`src/rtl/matrix_pkg.sv`:
```
// Shared types and constants for the UART matrix-multiplier sequencer.
package matrix_pkg;

   // Sequencer states
   typedef enum logic [2:0] {
      IDLE,
      LOAD_A,
      LOAD_B,
      START,
      WAIT_MULT,
      READ,
      SEND,
      WAIT_TX
   } state_t;

   // Default frame start byte
   localparam logic [7:0] SYNC_BYTE = 8'hA5;

   // Index of the last element of an n x n matrix; callers size it to their address width
   function automatic int unsigned last_idx(input int unsigned n);
      return n * n - 1;
   endfunction

endpackage

```
`src/rtl/matrix_seq_ctrl.sv`:
```
// Sequencer: frames UART bytes into the A/B memories, starts the multiplier,
// then streams every result word out through the UART transmitter, MSB byte first.
module matrix_seq_ctrl
   import matrix_pkg::*;
#(
   parameter int unsigned N    = 3,
   parameter int unsigned DW   = 8,
   parameter int unsigned RW   = 16,
   parameter int unsigned AW   = 6,
   parameter logic [7:0]  SYNC = SYNC_BYTE
) (
   input  logic          clk,
   input  logic          rst,
   input  logic [7:0]    rx_data,
   input  logic          rx_valid,
   input  logic          tx_busy,
   output logic [7:0]    tx_data,
   output logic          tx_start,
   output logic [AW-1:0] a_addr,
   output logic [AW-1:0] b_addr,
   output logic          a_we,
   output logic          b_we,
   output logic [DW-1:0] mem_wdata,
   output logic          mult_start,
   input  logic          mult_done,
   output logic [AW-1:0] res_addr,
   input  logic [RW-1:0] res_data,
   output logic          busy,
   output logic          frame_err
);

   localparam int unsigned   NB    = RW / 8;
   localparam int unsigned   BW    = (NB > 1) ? $clog2(NB) : 1;
   localparam logic [AW-1:0] LAST  = AW'(last_idx(N));
   localparam logic [BW-1:0] BLAST = BW'(NB - 1);

   state_t        r_state;
   logic [AW-1:0] r_idx;
   logic [AW-1:0] r_ridx;
   logic [BW-1:0] r_bcnt;
   logic [RW-1:0] r_shreg;
   logic          r_rd_phase;
   logic          r_grace;
   logic [7:0]    r_tx_data;
   logic          r_tx_start;
   logic [AW-1:0] r_a_addr;
   logic [AW-1:0] r_b_addr;
   logic          r_a_we;
   logic          r_b_we;
   logic [DW-1:0] r_wdata;
   logic          r_mult_start;
   logic [AW-1:0] r_res_addr;
   logic          r_busy;
   logic          r_frame_err;

   // Sequencer FSM with all outputs registered
   always_ff @(posedge clk or negedge rst) begin
      if (!rst) begin
         r_state      <= IDLE;
         r_idx        <= '0;
         r_ridx       <= '0;
         r_bcnt       <= '0;
         r_shreg      <= '0;
         r_rd_phase   <= 1'b0;
         r_grace      <= 1'b0;
         r_tx_data    <= '0;
         r_tx_start   <= 1'b0;
         r_a_addr     <= '0;
         r_b_addr     <= '0;
         r_a_we       <= 1'b0;
         r_b_we       <= 1'b0;
         r_wdata      <= '0;
         r_mult_start <= 1'b0;
         r_res_addr   <= '0;
         r_busy       <= 1'b0;
         r_frame_err  <= 1'b0;
      end else begin
         r_a_we       <= 1'b0;
         r_b_we       <= 1'b0;
         r_tx_start   <= 1'b0;
         r_mult_start <= 1'b0;
         r_frame_err  <= 1'b0;
         case (r_state)
            IDLE: begin
               if (rx_valid) begin
                  if (rx_data == SYNC) begin
                     r_state <= LOAD_A;
                     r_idx   <= '0;
                     r_busy  <= 1'b1;
                  end else begin
                     r_frame_err <= 1'b1;
                  end
               end
            end
            LOAD_A: begin
               if (rx_valid) begin
                  r_a_we   <= 1'b1;
                  r_a_addr <= r_idx;
                  r_wdata  <= DW'(rx_data);
                  if (r_idx == LAST) begin
                     r_idx   <= '0;
                     r_state <= LOAD_B;
                  end else begin
                     r_idx <= r_idx + 1'b1;
                  end
               end
            end
            LOAD_B: begin
               if (rx_valid) begin
                  r_b_we   <= 1'b1;
                  r_b_addr <= r_idx;
                  r_wdata  <= DW'(rx_data);
                  if (r_idx == LAST) begin
                     r_idx   <= '0;
                     r_state <= START;
                  end else begin
                     r_idx <= r_idx + 1'b1;
                  end
               end
            end
            START: begin
               r_mult_start <= 1'b1;
               r_state      <= WAIT_MULT;
            end
            WAIT_MULT: begin
               // r_mult_start is still high in the first WAIT_MULT cycle, masking a coincident done
               if (mult_done && !r_mult_start) begin
                  r_ridx     <= '0;
                  r_res_addr <= '0;
                  r_rd_phase <= 1'b0;
                  r_state    <= READ;
               end
            end
            READ: begin
               // phase 0: address presented to memory; phase 1: read data valid
               if (!r_rd_phase) begin
                  r_rd_phase <= 1'b1;
               end else begin
                  r_rd_phase <= 1'b0;
                  r_shreg    <= res_data;
                  r_bcnt     <= BLAST;
                  r_state    <= SEND;
               end
            end
            SEND: begin
               if (!tx_busy) begin
                  r_tx_data  <= r_shreg[RW-1 -: 8];
                  r_tx_start <= 1'b1;
                  r_grace    <= 1'b1;
                  r_state    <= WAIT_TX;
               end
            end
            WAIT_TX: begin
               if (r_grace) begin
                  r_grace <= 1'b0;
               end else if (!tx_busy) begin
                  if (r_bcnt != '0) begin
                     r_shreg <= r_shreg << 8;
                     r_bcnt  <= r_bcnt - 1'b1;
                     r_state <= SEND;
                  end else if (r_ridx < LAST) begin
                     r_ridx     <= r_ridx + 1'b1;
                     r_res_addr <= r_ridx + 1'b1;
                     r_state    <= READ;
                  end else begin
                     r_state <= IDLE;
                     r_busy  <= 1'b0;
                  end
               end
            end
            default: begin
               r_state <= IDLE;
               r_busy  <= 1'b0;
            end
         endcase
      end
   end

   assign tx_data    = r_tx_data;
   assign tx_start   = r_tx_start;
   assign a_addr     = r_a_addr;
   assign b_addr     = r_b_addr;
   assign a_we       = r_a_we;
   assign b_we       = r_b_we;
   assign mem_wdata  = r_wdata;
   assign mult_start = r_mult_start;
   assign res_addr   = r_res_addr;
   assign busy       = r_busy;
   assign frame_err  = r_frame_err;

endmodule

```
`config.mk`:
```
export PLATFORM = sky130hd
export DESIGN_NAME = matrix_seq_ctrl
export DESIGN_NICKNAME = d
export VERILOG_FILES = /design/src/rtl/matrix_pkg.sv /design/src/rtl/matrix_seq_ctrl.sv
export SDC_FILE = /design/constraint.sdc
export NUM_CORES = 1
export LEC_CHECK = 0
export ABC_AREA = 1
export CAP_MARGIN = 20
export CELL_PAD_IN_SITES_DETAIL_PLACEMENT = 0
export CELL_PAD_IN_SITES_GLOBAL_PLACEMENT = 1
export CORE_MARGIN = 2
export CORE_UTILIZATION = 33
export DETAILED_ROUTE_END_ITERATION = 8
export PLACE_DENSITY_LB_ADDON = 0.1
export SETUP_SLACK_MARGIN = 0.4
export SKIP_CTS_REPAIR_TIMING = 1
export SLEW_MARGIN = 20
export SYNTH_ARGS = -nofsm -noshare
export SYNTH_HDL_FRONTEND = slang
export SYNTH_SLANG_ARGS = --single-unit
```
`constraint.sdc`:
```
create_clock -name clk -period 1.3 [get_ports clk]
set_input_delay 0.26 -clock clk [delete_from_list [all_inputs] [get_ports clk]]
set_output_delay 0.26 -clock clk [all_outputs]
set_load 0.02 [all_outputs]
```
# == After elaboration in Yosys (flattened, before gate mapping) ==
# Index checks and enable logic that the tools add are counted.
# op_classes
add_sub_neg,3
mul,0
div,0
order_cmp,1
eq_ne,25
shifts,0
muxes,56
n_bitwise,1
reduce_logical,22
# ops
operator,count
$mux W16,4
$mux W6,9
$mux W3,13
$pmux W16 S2,1
$ne A2 B2 Y1 const B,15
$pmux W3 S8,1
$pmux W6 S2,2
$mux W1,22
$add A6 B1 Y6 const B,2
$eq A3 B3 Y1 const B,4
$reduce_and A2 Y1,6
$reduce_bool A2 Y1,6
$reduce_and A11 Y1,1
$eq A8 B8 Y1 const B,1
$pmux W1 S2,4
$reduce_and A4 Y1,2
$reduce_and A7 Y1,1
$eq A3 B2 Y1 const B,2
$eq A6 B4 Y1 const B,1
$lt A6 B4 Y1 const B,1
$reduce_and A6 Y1,1
$reduce_and A5 Y1,1
$eq A3 B1 Y1 const B,1
$logic_not A3 Y1,1
6 further kinds,6
# totals
regBits,68
latchBits,0
mem_bits_rw,0
mem_bits_ro,0
inputBits,29
out_inout_bits,40
word_cells,125
n_memories,0

# == Depth between registers and ports, before layout ==
# depth
depth_word,6
ltp_mapped,10
ltp_nobuf,9

# == Worst setup path after synthesis ==
# No wires, ideal clock.
# synth_timing
path_type,register to register
start,register r_state[2]
end,register r_shreg[11]
arrival_time_ns,1.268
required_time_ns,1.179
slack_ns,-0.088
path_stages_with_launch,9
n_path_buf,2
path_cell_list,dfrtp_1 buf_4 nand3_1 nor2_1 nor2_2 nand2_2 nor2_4 buf_4 o21ai_1
# synth_via
elab_chain_cells,3
word_cells_on_any_way,9
# synth_lines
element,line,text
from (decl),matrix_seq_ctrl.sv:37,state_t r_state;
from (signal assigned),matrix_seq_ctrl.sv:59,r_state <= IDLE;
from (signal assigned),matrix_seq_ctrl.sv:87,r_state <= LOAD_A;
from (signal assigned),matrix_seq_ctrl.sv:102,r_state <= LOAD_B;
$eq A3 B3 Y1,matrix_seq_ctrl.sv:83,case (r_state)
$ne A2 B2 Y1 (no source line) or $reduce_bool A2 Y1 (tied branches),n/a,
$reduce_and A5 Y1 (no source line),n/a,
to (signal assigned),matrix_seq_ctrl.sv:140,r_shreg <= res_data;
to (signal assigned),matrix_seq_ctrl.sv:158,r_shreg <= r_shreg << 8;
to (decl),matrix_seq_ctrl.sv:41,logic [RW-1:0] r_shreg;
# Several ways; a longest one is shown, not always the timed one.
# A chain may end at the register's enable or synchronous reset.

# == Worst setup path in the final report ==
# layout_timing
start,register r_state[0]
end,register r_shreg[8]
# Same word-level chain as after synthesis.

==> impl_metrics.yaml <==
floorplanning:
  fp.dieArea_um2: 10200
  rows: 35
  num_io_pins: 69
  die_y_um: 101
  start_util: 0.338
  core_area_um2: 9200
  die_x_um: 101
route:
  drt_iter0_markers: 66
  wl_per_cell_um: 11.6
  first_pass_iters: 6
  drt-total-wl_um: 7500
  dr_total_vias: 2824
  route.detailed.drc: 0
  antenna_left: 0
  via_per_inst: 4.38
timing:
  worst_pin_slew_ns: 0.343
  setup_slack_ns: -0.221
  fmax_mhz: 657
  finalMaxSlewViolations: 0
  final_hold_viol_count: 0
  setup_violations: 47
  rsz0062_at_grt: "yes"
  max_slew_margin: 0.771
  fin_crit_sh: 1.17
  skew_ns: 0.00833
  final.min_clock_period_ns: 1.52
cells_and_area:
  drive_gt1_frac: 0.375
  diodes: 0
  nets: 561
  fillers: 891
  multi_input_area_um2: 1360
  area_growth_pct: 63.7
  regArea_um2: 1700
cts:
  clockBufferDepth: 2
  root_buffer: "clkbuf_8"
  cts_tree: "built"
  clkTransAtPathRegs_ns: 0.08
  cts_sinks: 68
  cts-htree-levels: 3
  clk_latency_ns: 0.34
  numCtsBuffers: 9
setup_path:
  critPathLaunch: "r_state[0]"
  arrival_ns: 1.75
  path_delay_family: "simple AND/OR/NAND/NOR gates"
  worstSetupStartpointType: "flip-flop"
  r2r-end: "r_shreg[8]"
  slowest_delay_ns: 0.48
  worstPathMaxFanout: 12
  reg2reg_slack_ns: -0.22
  crit_buf_inv: 2
  r2r-start: "r_state[0]"
  crit_cells: 8
  critPathMostFrequentCell: "nor2_4"
  path_class: "reg -> reg"
  crit_chain: "buf_6, nand3_4, nor2_4, nor2_4, nand2_4, nor2_4, clkbuf_16, o21ai_1"
  slowest_stage: "dfrtp_2"
  crit_end: "r_shreg[8]"
  reg2reg_depth: 8
  worst-endpoint-required_ns: 1.53
  end_kind: "flip-flop"
power_and_ir_drop:
  p_clk_frac: 0.164
  power_leakage_nw: 2.55
  p_total_w: 0.0108
  power_frac_seq: 0.317
  power_switching_w: 0.00411
  combPwrFrac: 0.519
  power_density_nw_per_um2: 2120
  sw_frac_of_total: 0.381
  vdd_ir_drop_max_uv: 883
  internal_power_w: 0.00666
global_route:
  track_usage: 0.144
  grt_first_pass_wirelength_um: 11700
  antenna_found_initial: 0
  grt_remaining_overflow: 0
  first_global_vias: 2544
  grt_max_degree: 65
placement:
  dp_hpwl_um: 4910
  post-place-ws_ns: -0.306
  gp_congestion: 0.834
  io_buffers: 68
yosys:
  syn_nets: 412
  synth-seq-area-share: 0.548
  synthCells: 380
  syn_area_per_cell_um2: 8.17
  yosysUniqueCellTypes: 25
  netlist_area_um2: 3100
  synth_warnings: 0
  synth-seq-cells: 68
status:
  status: "finished, violations left"
  violations: "negative setup slack"
min_path:
  hold_class: "in -> async"
run:
  maxCapViolCount: 0
-- through the flow --
step	cells	TNS, ns	cell area, um2	hold WS, ns	utilization
2_1_floorplan	380	-0.627	3180	-0.0356	-
3_3_place_gp	603	-12.08	4320	0.0875	0.469
3_5_place_dp	603	-12.24	4320	0.0873	0.469
4_1_cts	619	-18.80	4520	-0.291	0.491
5_1_grt	645	-10.91	5080	0.279	0.553
6_report	645	-5.99	5080	0.272	0.553
-- Yosys cell counts --
cell type	number	area, um2
nor2_1	31	116
inv_1	43	161
nor2_2	4	25.0
o21ai_0	27	135
a21oi_2	1	8.76
nand3b_1	1	7.51
buf_4	2	15.0
buf_6	1	11.3
nand4_1	5	31.3
o21ai_1	31	155
nand2_1	116	435
xor2_1	2	17.5
ha_1	3	37.5
nand3_1	16	80.1
and3_1	1	6.26
a21oi_1	4	20.0
inv_2	6	22.5
nand2_2	5	31.3
dfrtp_1	68	1700
nor2_4	2	22.5
o211ai_1	1	7.51
or2_2	2	12.5
nand3_2	1	10.0
buf_2	5	25.0
clkbuf_1	2	7.51
-- power groups by stage --
| stage | clock, W | sequential, W | combinational (W) |
|---|---|---|---|
| 2_1_floorplan | 0 | 0.00382 | 0.00200 |
| 4_1_cts | 0.00183 | 0.00331 | 0.00453 |
| 5_1_grt | 0.00192 | 0.00350 | 0.00616 |
| 6_report | 0.00176 | 0.00341 | 0.00559 |
| 3_5_place_dp | 0 | 0.00335 | 0.00450 |
| 3_3_place_gp | 0 | 0.00333 | 0.00449 |
-- cells by family after synthesis --
family	Yosys count	share of synthesized area
and+or+nand+nor	184	0.251
DFF	68	0.548
AOI/OAI and AO/OA	64	0.105
buffers and inverters	59	0.0782
adders and majority gates	3	0.0121
xor gates and xnor gates	2	0.00564
-- worst register-to-register path, stage by stage, from the launching register on --
cell and delay, ns:
dfrtp_2 0.48, buf_6 0.15, nand3_4 0.08, nor2_4 0.04, nor2_4 0.13, nand2_4 0.08, nor2_4 0.19, clkbuf_16 0.21
o21ai_1 0.07
-- worst min path at each step --
stage	end	slack, ns	depth (start not counted)
finish	b_we	0.27	2
global route	b_we	0.28	2
CTS	b_addr[4]	-0.29	1
detailed placement	b_addr[4]	0.09	1
global placement	b_we	0.09	1
floorplan	a_addr[0]	-0.04	0
-- state kept, by name (all words and copies together), names as in the netlist, 3 cells and up --
name	cells
r_state	3
mem_wdata	8
b_addr	6
r_idx	6
res_addr	6
a_addr	6
tx_data	8
r_shreg	16
-- cells in the final DEF, fill, tap and decap left out --
cell type	count
nand2_1	100
dfrtp_1	66
buf_4	57
buf_6	52
inv_1	41
o21ai_1	32
clkdlybuf4s50_1	27
nor2_1	21
o21ai_0	17
nand2_2	14
nand3_1	13
clkbuf_8	10
nor2_2	9
o21ai_2	9
nand2_4	8
nor2_4	7
inv_2	6
nand4_1	5
a21oi_2	4
clkbuf_16	4
nand3_2	3
ha_1	3
clkinv_4	3
buf_12	3
inv_4	2
xor2_1	2
or2_2	2
dlygate4sd3_1	2
dfrtp_2	2
and3_1	1
nand3_4	1
o211ai_1	1
nand3b_1	1
a21oi_1	1
clkbuf_1	1
bufinv_16	1
clkinv_2	1
buf_8	1
buf_2	1
-- per-layer routing --
layer  track usage  part of all wire
met4        0.0468             0.013
met1         0.198              0.48
met3        0.0430             0.044
met2         0.219              0.46
met5             0                 0
-- cell type report --
cell class                      count  area share
Clock buffer                       11      0.0278
Clock inverter                      5      0.0121
Inverter                           49      0.0372
Multi-Input combinational cell    254       0.268
Sequential cell                    68       0.335
Tap cell                          111      0.0273
Timing Repair Buffer              147       0.292
No activity file was read; power rests on OpenSTA's default activity.
